### src/rtl/mem_stage_pkg.sv
// Shared types for the memory stage: FSM encoding, RV32I funct3 size codes,
// and the latched load/store descriptor.
package mem_stage_pkg;

  typedef enum logic [1:0] {
    S_IDLE = 2'd0,
    S_REQ  = 2'd1,
    S_RESP = 2'd2
  } state_t;

  localparam logic [2:0] F3_B  = 3'b000;
  localparam logic [2:0] F3_H  = 3'b001;
  localparam logic [2:0] F3_W  = 3'b010;
  localparam logic [2:0] F3_BU = 3'b100;
  localparam logic [2:0] F3_HU = 3'b101;

  localparam int NUM_LANES = 4;
  localparam int TMO_W     = 10;

  typedef enum logic [1:0] {
    SZ_B = 2'd0,
    SZ_H = 2'd1,
    SZ_W = 2'd2
  } size_t;

  typedef struct packed {
    logic       load;
    logic [2:0] funct3;
    logic [1:0] addr_lo;
    logic [4:0] rd;
  } op_t;

  // funct3[2] is only the signedness bit; unknown sizes fall back to word
  function automatic size_t f3_size(input logic [2:0] f3);
    case (f3[1:0])
      2'b00:   return SZ_B;
      2'b01:   return SZ_H;
      default: return SZ_W;
    endcase
  endfunction

endpackage

### src/rtl/mem_align.sv
// Byte-lane steering: alignment check, store strobes / replicated write data,
// and load lane select with sign or zero extension.
module mem_align
  import mem_stage_pkg::*;
(
  input  logic [2:0]  funct3,
  input  logic [1:0]  addr_lo,
  input  logic [31:0] st_data,
  input  logic [31:0] rdata,
  output logic        misaligned,
  output logic [3:0]  wstrb,
  output logic [31:0] wdata,
  output logic [31:0] ld_data
);

  size_t       sz;
  logic [31:0] rshift;
  logic        sgn;

  assign sz         = f3_size(funct3);
  assign misaligned = (sz == SZ_H && addr_lo[0]) || (sz == SZ_W && addr_lo != 2'b00);

  for (genvar i = 0; i < NUM_LANES; i++) begin : g_lane
    localparam logic [1:0] LANE = 2'(i);
    assign wstrb[i] = (sz == SZ_B) ? (addr_lo == LANE) :
                      (sz == SZ_H) ? (addr_lo[1] == LANE[1]) : 1'b1;
    // data is replicated into every lane; the strobes pick the live ones
    assign wdata[8*i +: 8] = (sz == SZ_B) ? st_data[7:0] :
                             (sz == SZ_H) ? st_data[8*(i%2) +: 8] :
                                            st_data[8*i +: 8];
  end

  assign rshift = rdata >> {addr_lo, 3'b000};
  assign sgn    = ~funct3[2];

  always_comb begin
    ld_data = rshift;
    case (sz)
      SZ_B:    ld_data = {{24{rshift[7]  & sgn}}, rshift[7:0]};
      SZ_H:    ld_data = {{16{rshift[15] & sgn}}, rshift[15:0]};
      default: ld_data = rshift;
    endcase
  end

endmodule

### src/rtl/mem_stage.sv
// RV32I memory stage: one outstanding bus access, ack timeout, flush kill,
// single-cycle writeback for ALU ops and misaligned drops.
module mem_stage
  import mem_stage_pkg::*;
#(
  parameter int ACK_TIMEOUT = 255
) (
  input  logic        clk,
  input  logic        rst,
  input  logic        ex_valid,
  output logic        ex_ready,
  input  logic        ex_load,
  input  logic        ex_store,
  input  logic [2:0]  ex_funct3,
  input  logic [31:0] ex_addr,
  input  logic [31:0] ex_wdata,
  input  logic [4:0]  ex_rd,
  input  logic [31:0] ex_result,
  input  logic        flush,
  output logic        dmem_req,
  output logic        dmem_we,
  output logic [31:0] dmem_addr,
  output logic [3:0]  dmem_wstrb,
  output logic [31:0] dmem_wdata,
  input  logic [31:0] dmem_rdata,
  input  logic        dmem_ack,
  output logic        wb_valid,
  output logic        wb_we,
  output logic [4:0]  wb_rd,
  output logic [31:0] wb_data,
  output logic        misalign,
  output logic        bus_err
);

  localparam logic [TMO_W-1:0] TMO_LAST = TMO_W'(ACK_TIMEOUT - 1);

  state_t           state;
  op_t              op_q;
  logic [TMO_W-1:0] tmo_cnt;
  logic             kill;

  logic             take, is_mem, dead;
  logic [2:0]       a_f3;
  logic [1:0]       a_lo;
  logic             a_mis;
  logic [3:0]       a_strb;
  logic [31:0]      a_wdata, a_ld;

  assign ex_ready = (state == S_IDLE);
  assign take     = ex_valid & ex_ready;
  assign is_mem   = ex_load | ex_store;
  assign dead     = kill | flush;

  // IDLE steers the incoming op for strobes; afterwards the latched op drives load extract
  assign a_f3 = (state == S_IDLE) ? ex_funct3    : op_q.funct3;
  assign a_lo = (state == S_IDLE) ? ex_addr[1:0] : op_q.addr_lo;

  mem_align u_align (
    .funct3     (a_f3),
    .addr_lo    (a_lo),
    .st_data    (ex_wdata),
    .rdata      (dmem_rdata),
    .misaligned (a_mis),
    .wstrb      (a_strb),
    .wdata      (a_wdata),
    .ld_data    (a_ld)
  );

  always_ff @(posedge clk or negedge rst) begin
    if (!rst) begin
      state      <= S_IDLE;
      op_q       <= '0;
      tmo_cnt    <= '0;
      kill       <= 1'b0;
      dmem_req   <= 1'b0;
      dmem_we    <= 1'b0;
      dmem_addr  <= '0;
      dmem_wstrb <= '0;
      dmem_wdata <= '0;
      wb_valid   <= 1'b0;
      wb_we      <= 1'b0;
      wb_rd      <= '0;
      wb_data    <= '0;
      misalign   <= 1'b0;
      bus_err    <= 1'b0;
    end else begin
      wb_valid <= 1'b0;
      wb_we    <= 1'b0;
      misalign <= 1'b0;
      bus_err  <= 1'b0;
      case (state)
        S_IDLE: begin
          // a flushed op is simply not taken any further
          if (take && !flush) begin
            if (!is_mem) begin
              wb_valid <= 1'b1;
              wb_we    <= (ex_rd != 5'd0);
              wb_rd    <= ex_rd;
              wb_data  <= ex_result;
            end else if (a_mis) begin
              misalign <= 1'b1;
              wb_valid <= 1'b1;
              wb_rd    <= ex_rd;
              wb_data  <= '0;
            end else begin
              op_q       <= '{load: ex_load, funct3: ex_funct3,
                              addr_lo: ex_addr[1:0], rd: ex_rd};
              dmem_req   <= 1'b1;
              dmem_we    <= ~ex_load;
              dmem_addr  <= {ex_addr[31:2], 2'b00};
              dmem_wstrb <= ex_load ? 4'b0000 : a_strb;
              dmem_wdata <= ex_load ? 32'd0   : a_wdata;
              tmo_cnt    <= '0;
              kill       <= 1'b0;
              state      <= S_REQ;
            end
          end
        end

        S_REQ: begin
          if (flush) kill <= 1'b1;
          // ack wins over a timeout landing in the same cycle
          if (dmem_ack) begin
            dmem_req <= 1'b0;
            wb_valid <= ~dead;
            wb_we    <= op_q.load && (op_q.rd != 5'd0) && !dead;
            wb_rd    <= op_q.rd;
            wb_data  <= op_q.load ? a_ld : 32'd0;
            state    <= S_RESP;
          end else if (tmo_cnt == TMO_LAST) begin
            dmem_req <= 1'b0;
            bus_err  <= 1'b1;
            wb_valid <= ~dead;
            wb_rd    <= op_q.rd;
            wb_data  <= '0;
            kill     <= 1'b0;
            state    <= S_IDLE;
          end else begin
            tmo_cnt <= tmo_cnt + TMO_W'(1);
          end
        end

        S_RESP: begin
          kill  <= 1'b0;
          state <= S_IDLE;
        end

        default: state <= S_IDLE;
      endcase
    end
  end

endmodule

### config.mk
export PLATFORM = sky130hd
export DESIGN_NAME = mem_stage
export DESIGN_NICKNAME = d
export VERILOG_FILES = /design/src/rtl/mem_stage_pkg.sv /design/src/rtl/mem_align.sv /design/src/rtl/mem_stage.sv
export SDC_FILE = /design/constraint.sdc
export NUM_CORES = 1
export LEC_CHECK = 0
export ABC_CLOCK_PERIOD_IN_PS = 2800
export CAP_MARGIN = 25
export CORE_UTILIZATION = 44
export DETAILED_ROUTE_END_ITERATION = 10
export PLACE_DENSITY = 0.92
export SYNTH_ARGS = -nofsm -noshare
export SYNTH_HDL_FRONTEND = slang
export SYNTH_SLANG_ARGS = --single-unit
### constraint.sdc
create_clock -name clk -period 2.8 [get_ports clk]
set_clock_uncertainty 0.15 [all_clocks]
set_input_delay 0.28 -clock clk [delete_from_list [all_inputs] [get_ports clk]]
set_output_delay 0.28 -clock clk [all_outputs]
set_load 0.005 [all_outputs]
==> flow_summary.yaml, run 1 <==
sta:
  fin_crit_sh_pct: 96.9
  fmax_ghz: 0.368
  rsz0062_at_grt: "no"
  finalSetupViolCount: 0
  fin_crit_ps: 2710
  maxSlewViolCount: 0
  maxSlewHeadroom_pct: 54.0
  worstMarginPinSlew_ps: 690
  finalHoldViolations: 0
  setup_slack_ps: 85.9
  tns_ps: 0
clock_tree:
  cts.sinks: 133
  worstSkewPairLatency_ps: 420
  clock-root-buffer: "clkbuf_16"
  cts_buffers: 17
  ctsHtreeMaxLevel: 4
  cts.repair.resized: 0
  cts_tree: "done"
  clk_path_buf_depth: 2
  cts.clk_slew.worst_paths_ps: 60
power:
  p_switching_uw: 3030
  intPower_uw: 6430
  power_leakage_uw: 0.00448
  ir_drop_v: 0.000511
  power.density_mw_per_mm2: 936
  pwr-share-clk_pct: 24.6
  p_seq_share_pct: 34.9
  p_comb_share_pct: 40.5
  p_total_uw: 9460
  p_sw_share_pct: 32.0
synth:
  ys_seq_area_share_pct: 50.2
  yosysTopAreaCell: "dfrtp_1"
  postSynth.topFlopCell: "dfrtp_1"
  yosysMostFrequentCell: "nand2_1"
  synth-async-reset-ratio_pct: 100
  synth_area_mm2: 0.00663
  synthTopCellsByArea: "dfrtp_1 (50%), nand2_1 (11%), mux2i_1 (5.4%)"
  synth_top_area_share_pct: 50.2
  synth_edf_count: 0
  ys_types: 59
  yosysWarnings: 0
  ys_ff_latch: 133
  synthCells: 722
  synthTopCellsByCount: "nand2_1 (203), dfrtp_1 (133), nor2_1 (61)"
  syn_avg_cell_area_um2: 9.19
worst_setup_path:
  critPathRequiredTime_ps: 3000
  startpoint_type: "flop"
  cp_slowest_cell: "nor2_2"
  crit_start: "state[0]"
  r2r_start: "state[0]"
  cp.depth: 8
  crit_fanout: 14
  rrSetupSlack_ps: 90
  path_class: "flop to flop"
  critPathBufInv: 2
  cp.arrival_ps: 2910
  cpPeakStageDelay_ps: 470
  reg2reg_to: "dmem_wdata[26]"
  reg2reg_depth: 8
  crit_chain: "or2_1, inv_8, mux2_4, a211oi_4, buf_4, nand2_4, nor2_2, a22o_1"
  path_delay_family: "simple AND/OR/NAND/NOR gates"
  end_kind: "flop"
  crit_path_end: "dmem_wdata[26]"
floorplan:
  initial_core_util_pct: 45.3
  ioPinCount: 255
  rows: 44
  die_h_um: 125
  die_area_mm2: 0.0156
  core_mm2: 0.0146
  fp.dieW_um: 125
status:
  status: "finished, violations left"
  violations: "design-rule violations"
finish:
  fin_cells: 1168
  num_antenna_cells: 0
  utilization_pct: 69.0
  syn_to_final_growth_pct: 52.3
  drive_gt1_share_pct: 8.33
  area.sequential_mm2: 0.00333
  fin_nets: 1116
  fill_cells: 1137
  multiInputGateArea_mm2: 0.00310
detailed_routing:
  drcViolationCount: 44
  vias_per_cell: 5.55
  avgRoutedWirePerCell_um: 18.5
  wl_um: 21600
  ant_nets: 0
  drt-pass1-iter-count: 8
  vias: 6488
  drtIter0Drc: 559
min_path:
  worst_hold_path_type: "primary input to flop"
global_route:
  grt_max_degree: 69
  antenna_found_initial: 0
  grt_pass1_wl_um: 34600
  grt_pass1_vias: 6647
  grt_usage_pct: 28.6
  gr-total-overflow: 0
flow_run:
  drv_cap: 0
placement:
  gp_congestion: 0.856
  dp_cells: 1133
  pre_cts_slack_ps: 53.7
  numPortBuffers: 252
  dp_hpwl_um: 15400
[routing by layer]
layer / GRT usage (%) / routed length (um)
met5: 0 / 0
met4: 13.3 / 656
met3: 9.58 / 2150
met1: 33.5 / 8440
met2: 47.2 / 10300
[through the flow]
stage	area [um2]	hold WS [ps]
floorplan	6640	-166
global placement	9450	133
detailed placement	9450	139
CTS	10100	225
global route	10100	237
finish	10100	234
[sequential cells by signal, summed over array words and instances (netlist names), 2 cells and up]
register	count
wb_rd	5
state	2
dmem_wstrb	4
wb_data	32
dmem_addr	30
dmem_wdata	32
op_q	11
tmo_cnt	10
[tightest hold or removal path: cells and delay by family]
family	cells	cell delay [ps]
buf+inv	1	390
simple gates	2	90
[power groups by stage]
| stage | clock [uW] | sequential [uW] | combinational (uW) |
|---|---|---|---|
| after floorplan | 0 | 3280 | 1500 |
| after global routing | 2450 | 3400 | 4160 |
| after CTS | 2360 | 3300 | 3830 |
| after global placement | 0 | 3280 | 3690 |
| final | 2330 | 3300 | 3830 |
| after detailed placement | 0 | 3300 | 3810 |
[layout by cell type (no fill, tap or decap), types with 4 or more instances in the layout]
master           count
buf_4               20
o21ai_0             28
buf_12               6
nor3_1               4
a21oi_1             51
mux4_2               6
o211ai_1            10
a31oi_1              5
a22o_1               8
o31ai_1             22
a221oi_1             8
clkbuf_16           17
dfrtp_1            133
nand2b_1            12
mux2i_1             34
nand2_1            202
nand3_1             11
nor2_1              61
clkdlybuf4s50_1    251
o2bb2ai_1            7
o22ai_1              9
and2_1               5
[cells by family (layout without fill, tap and decap cells)]
group	count (synthesis)	after routing	share of synthesized area [%]
AO/OA/AOI/OAI	163	163	16.4
XOR/XNOR	6	6	0.792
adder cells (fa/ha/maj)	2	2	0.377
buffers and inverters	54	315	3.75
flip-flops	133	133	50.2
multiplexers	47	47	8.68
other	1	2	0.0565
AND/OR/NAND/NOR	316	316	19.8
[how the worst min path moves through the flow]
| stage | to | slack [ps] | cells after the start | from |
|---|---|---|---|---|
| after CTS | dmem_addr[7] | 220 | 3 | ex_addr[7] |
| after global placement | wb_data[4] | 130 | 1 | rst |
| final | dmem_addr[7] | 230 | 3 | ex_addr[7] |
| after global routing | dmem_addr[27] | 240 | 3 | ex_addr[27] |
| after floorplan | bus_err | -170 | 0 | rst |
| after detailed placement | wb_data[5] | 140 | 1 | rst |
[repair_timing]
item | CTS | global route
buffers inserted | 0 | 2
hold endpoints to repair | 56 | 0
endpoints found under the setup margin | 0 | 52
hold buffers | 1 | 0
[final cells by class]
cell class              instances  area share (%)
repair buffers                279            27.7
clock buffers                  21            4.66
inverters                       4           0.223
well taps                     184            2.28
multi-input cells             536            30.7
clock inverters                11            1.47
flip-flops and latches        133            32.9
Note: power is estimated with default switching activity, not from simulation.
==> run 2, diff against run 1 <==
--- a/config.mk
+++ b/config.mk
@@ -5,11 +5,12 @@
 export SDC_FILE = /design/constraint.sdc
 export NUM_CORES = 1
 export LEC_CHECK = 0
-export ABC_CLOCK_PERIOD_IN_PS = 2800
-export CAP_MARGIN = 25
-export CORE_UTILIZATION = 44
+export ABC_CLOCK_PERIOD_IN_PS = 2400
+export CAP_MARGIN = 20
+export CORE_UTILIZATION = 41
 export DETAILED_ROUTE_END_ITERATION = 10
-export PLACE_DENSITY = 0.92
+export PLACE_DENSITY = 0.89
 export SYNTH_ARGS = -nofsm -noshare
 export SYNTH_HDL_FRONTEND = slang
+export SYNTH_HIERARCHICAL = 1
 export SYNTH_SLANG_ARGS = --single-unit
==> constraint.sdc (replaced) <==
create_clock -name clk -period 2.4 [get_ports clk]
set_clock_uncertainty 0.15 [all_clocks]
set_input_delay 0.24 -clock clk [delete_from_list [all_inputs] [get_ports clk]]
set_output_delay 0.24 -clock clk [all_outputs]
set_load 0.005 [all_outputs]
==> flow_summary.yaml, run 2 <==
worst_setup_path:
  crit_chain: "nor2_4, mux2_4, mux2_4, a32oi_4, buf_12, o211ai_1, a22o_1, mux2_2"
  cp_slowest_cell: "dfrtp_1"
  path_class: "flop to flop"
  reg2reg_to: "wb_data[21]"
  cp.arrival_ps: 2890
  rrSetupSlack_ps: -350
  reg2reg_depth: 8
  startpoint_type: "flop"
  crit_fanout: 8
  cpPeakStageDelay_ps: 400
  r2r_start: "state[1]"
  end_kind: "flop"
  critPathRequiredTime_ps: 2550
  cpMostUsedCell: "mux2_4"
detailed_routing:
  vias_per_cell: 5.70
  routed-wl-met3_um: 2470
  vias: 7327
  top_layer: "met4"
  drt-pass1-iter-count: 5
  avgRoutedWirePerCell_um: 21.8
  m1WireLength_um: 10500
  drtIter0Drc: 536
  ant_nets: 0
  drcViolationCount: 0
  wl_met2_um: 14000
  wl_um: 28000
global_route:
  grt_max_degree: 57
  grt_usage_pct: 27.1
  grt_pass1_vias: 7105
  antenna_found_initial: 0
  grt_pass1_wl_um: 37900
  gr-total-overflow: 0
finish:
  postLayoutCellArea_mm2: 0.0122
  drive_gt1_share_pct: 30.4
  syn_to_final_growth_pct: 67.6
  fin_nets: 1193
  reg.largest.list: "dmem_wdata x32, wb_data x32, dmem_addr x30"
  most-common-layout-cells: "clkdlybuf4s50_1 (251), nand2_1 (174), dfrtp_1 (133)"
  layout_commonest_cell: "clkdlybuf4s50_1"
  num_antenna_cells: 0
synth:
  synth_area_mm2: 0.00728
  synthTopCellsByArea: "dfrtp_1 (46%), nand2_1 (13%), mux2_2 (9.1%)"
  synth_edf_count: 0
  synth-async-reset-ratio_pct: 100
  synth_top_area_share_pct: 45.7
  yosysWarnings: 6
  yosysMostFrequentCell: "nand2_1"
  postSynth.topFlopCell: "dfrtp_1"
  ys_seq_area_share_pct: 45.7
  ys_ff_latch: 133
  synthCells: 751
  syn_avg_cell_area_um2: 9.70
  yosysTopAreaCell: "dfrtp_1"
  ys_types: 54
  synthTopCellsByCount: "nand2_1 (251), dfrtp_1 (133), mux2_2 (59)"
floorplan:
  initial_core_util_pct: 42.1
  ioPinCount: 255
  die_area_mm2: 0.0183
  core_mm2: 0.0173
  die_h_um: 135
  rows: 48
  fp.dieW_um: 135
power:
  p_total_uw: 14000
  p_sw_share_pct: 36.4
  p_switching_uw: 5090
  power.density_mw_per_mm2: 1150
  p_comb_share_pct: 53.2
  p_seq_share_pct: 27.4
  pwr-share-clk_pct: 19.4
  ir_drop_v: 0.000674
  power_leakage_uw: 0.00553
  intPower_uw: 8890
status:
  violations: "negative setup slack"
  status: "finished, violations left"
sta:
  maxSlewHeadroom_pct: 52.4
  fmax_ghz: 0.364
  rsz0062_at_grt: "yes"
  fin_crit_sh_pct: 114
  setup_slack_ps: -345
  fin_crit_ps: 2750
  worstMarginPinSlew_ps: 711
  finalHoldViolations: 0
  maxSlewViolCount: 0
  finalSetupViolCount: 128
placement:
  dp_hpwl_um: 16700
  postPlaceCellArea_mm2: 0.0103
  numPortBuffers: 252
  gp_congestion: 0.864
clock_tree:
  ctsHtreeMaxLevel: 4
  cts.clk_slew.worst_paths_ps: 60
  clk_path_buf_depth: 2
  clock-root-buffer: "clkbuf_16"
  cts_tree: "done"
  cts_buffers: 17
  cts.sinks: 133
  worstSkewPairLatency_ps: 420
flow_run:
  drv_cap: 0
min_path:
  worst_hold_path_type: "primary input to async pin"
run 2: cell families after synthesis:
logic type | Yosys count | share of synthesized area [%]
compound gates | 109 | 12.7
simple gates | 344 | 21.8
mux | 90 | 13.8
buf+inv | 72 | 5.62
flops | 133 | 45.7
fa+ha+maj | 2 | 0.344
other cells | 1 | 0.0515
run 2: critical path: cells and delay by family (launching register included):
| family | cells | cell delay (ps) |
|---|---|---|
| buf+inv | 1 | 180 |
| flops | 1 | 400 |
| mux | 3 | 990 |
| simple gates | 1 | 190 |
| compound gates | 3 | 720 |
run 2: worst max path at each step:
stage | start | end | slack [ps] | cells after the start
final | state[1] | wb_data[21] | -350 | 8
after global routing | state[1] | wb_data[21] | -410 | 8
after CTS | state[0] | wb_data[23] | -220 | 8
after detailed placement | ex_addr[0] | wb_data[26] | -260 | 8
after global placement | ex_addr[0] | wb_data[29] | -180 | 8
after floorplan | state[1] | kill | -270 | 12
run 2: power by group through the flow:
stage          Clock, uW  Sequential, uW  Combinational (uW)
5_1_grt             2840            3940                7870
4_1_cts             2720            3660                6370
3_5_place_dp           0            3680                5840
6_report            2710            3830                7440
3_3_place_gp           0            3630                5650
2_1_floorplan          0            3660                2960
run 2: layer usage:
metal,track usage [%],up-vias
met2,45.2,426
met5,0,-
met4,11.9,0
li1,-,3188
met1,32.4,3623
met3,7.86,90
run 2: cell type report:
class	instances	area (um2)
flip-flops and latches	133	3330
fillers	1171	5090
well taps	225	282
repair buffers	343	3830
multi-input cells	547	4140
clock inverters	14	164
clock buffers	18	439
inverters	6	22.5
run 2: what timing repair did:
item                       CTS  global route
hold endpoints to repair   133             0
cloned                       6            17
resized for setup           36           146
pin swaps                   15            30
setup endpoints to repair  128           128
hold buffers                 1             0
setup buffers               13             3
run 2: stage by stage:
| step | setup WS (ps) | TNS [ps] | hold slack [ps] | util, % | std cells |
|---|---|---|---|---|---|
| detailed placement | -257 | -21220 | -59.3 | 59.6 | 1215 |
| global placement | -180 | -17140 | -61.0 | 59.4 | 1214 |
| global route | -407 | -39130 | 79.2 | 70.6 | 1286 |
| CTS | -223 | -20170 | 75.2 | 65.7 | 1267 |
| floorplan | -267 | -28350 | -206 | - | 752 |
| finish | -345 | -28520 | 79.1 | 70.6 | 1286 |
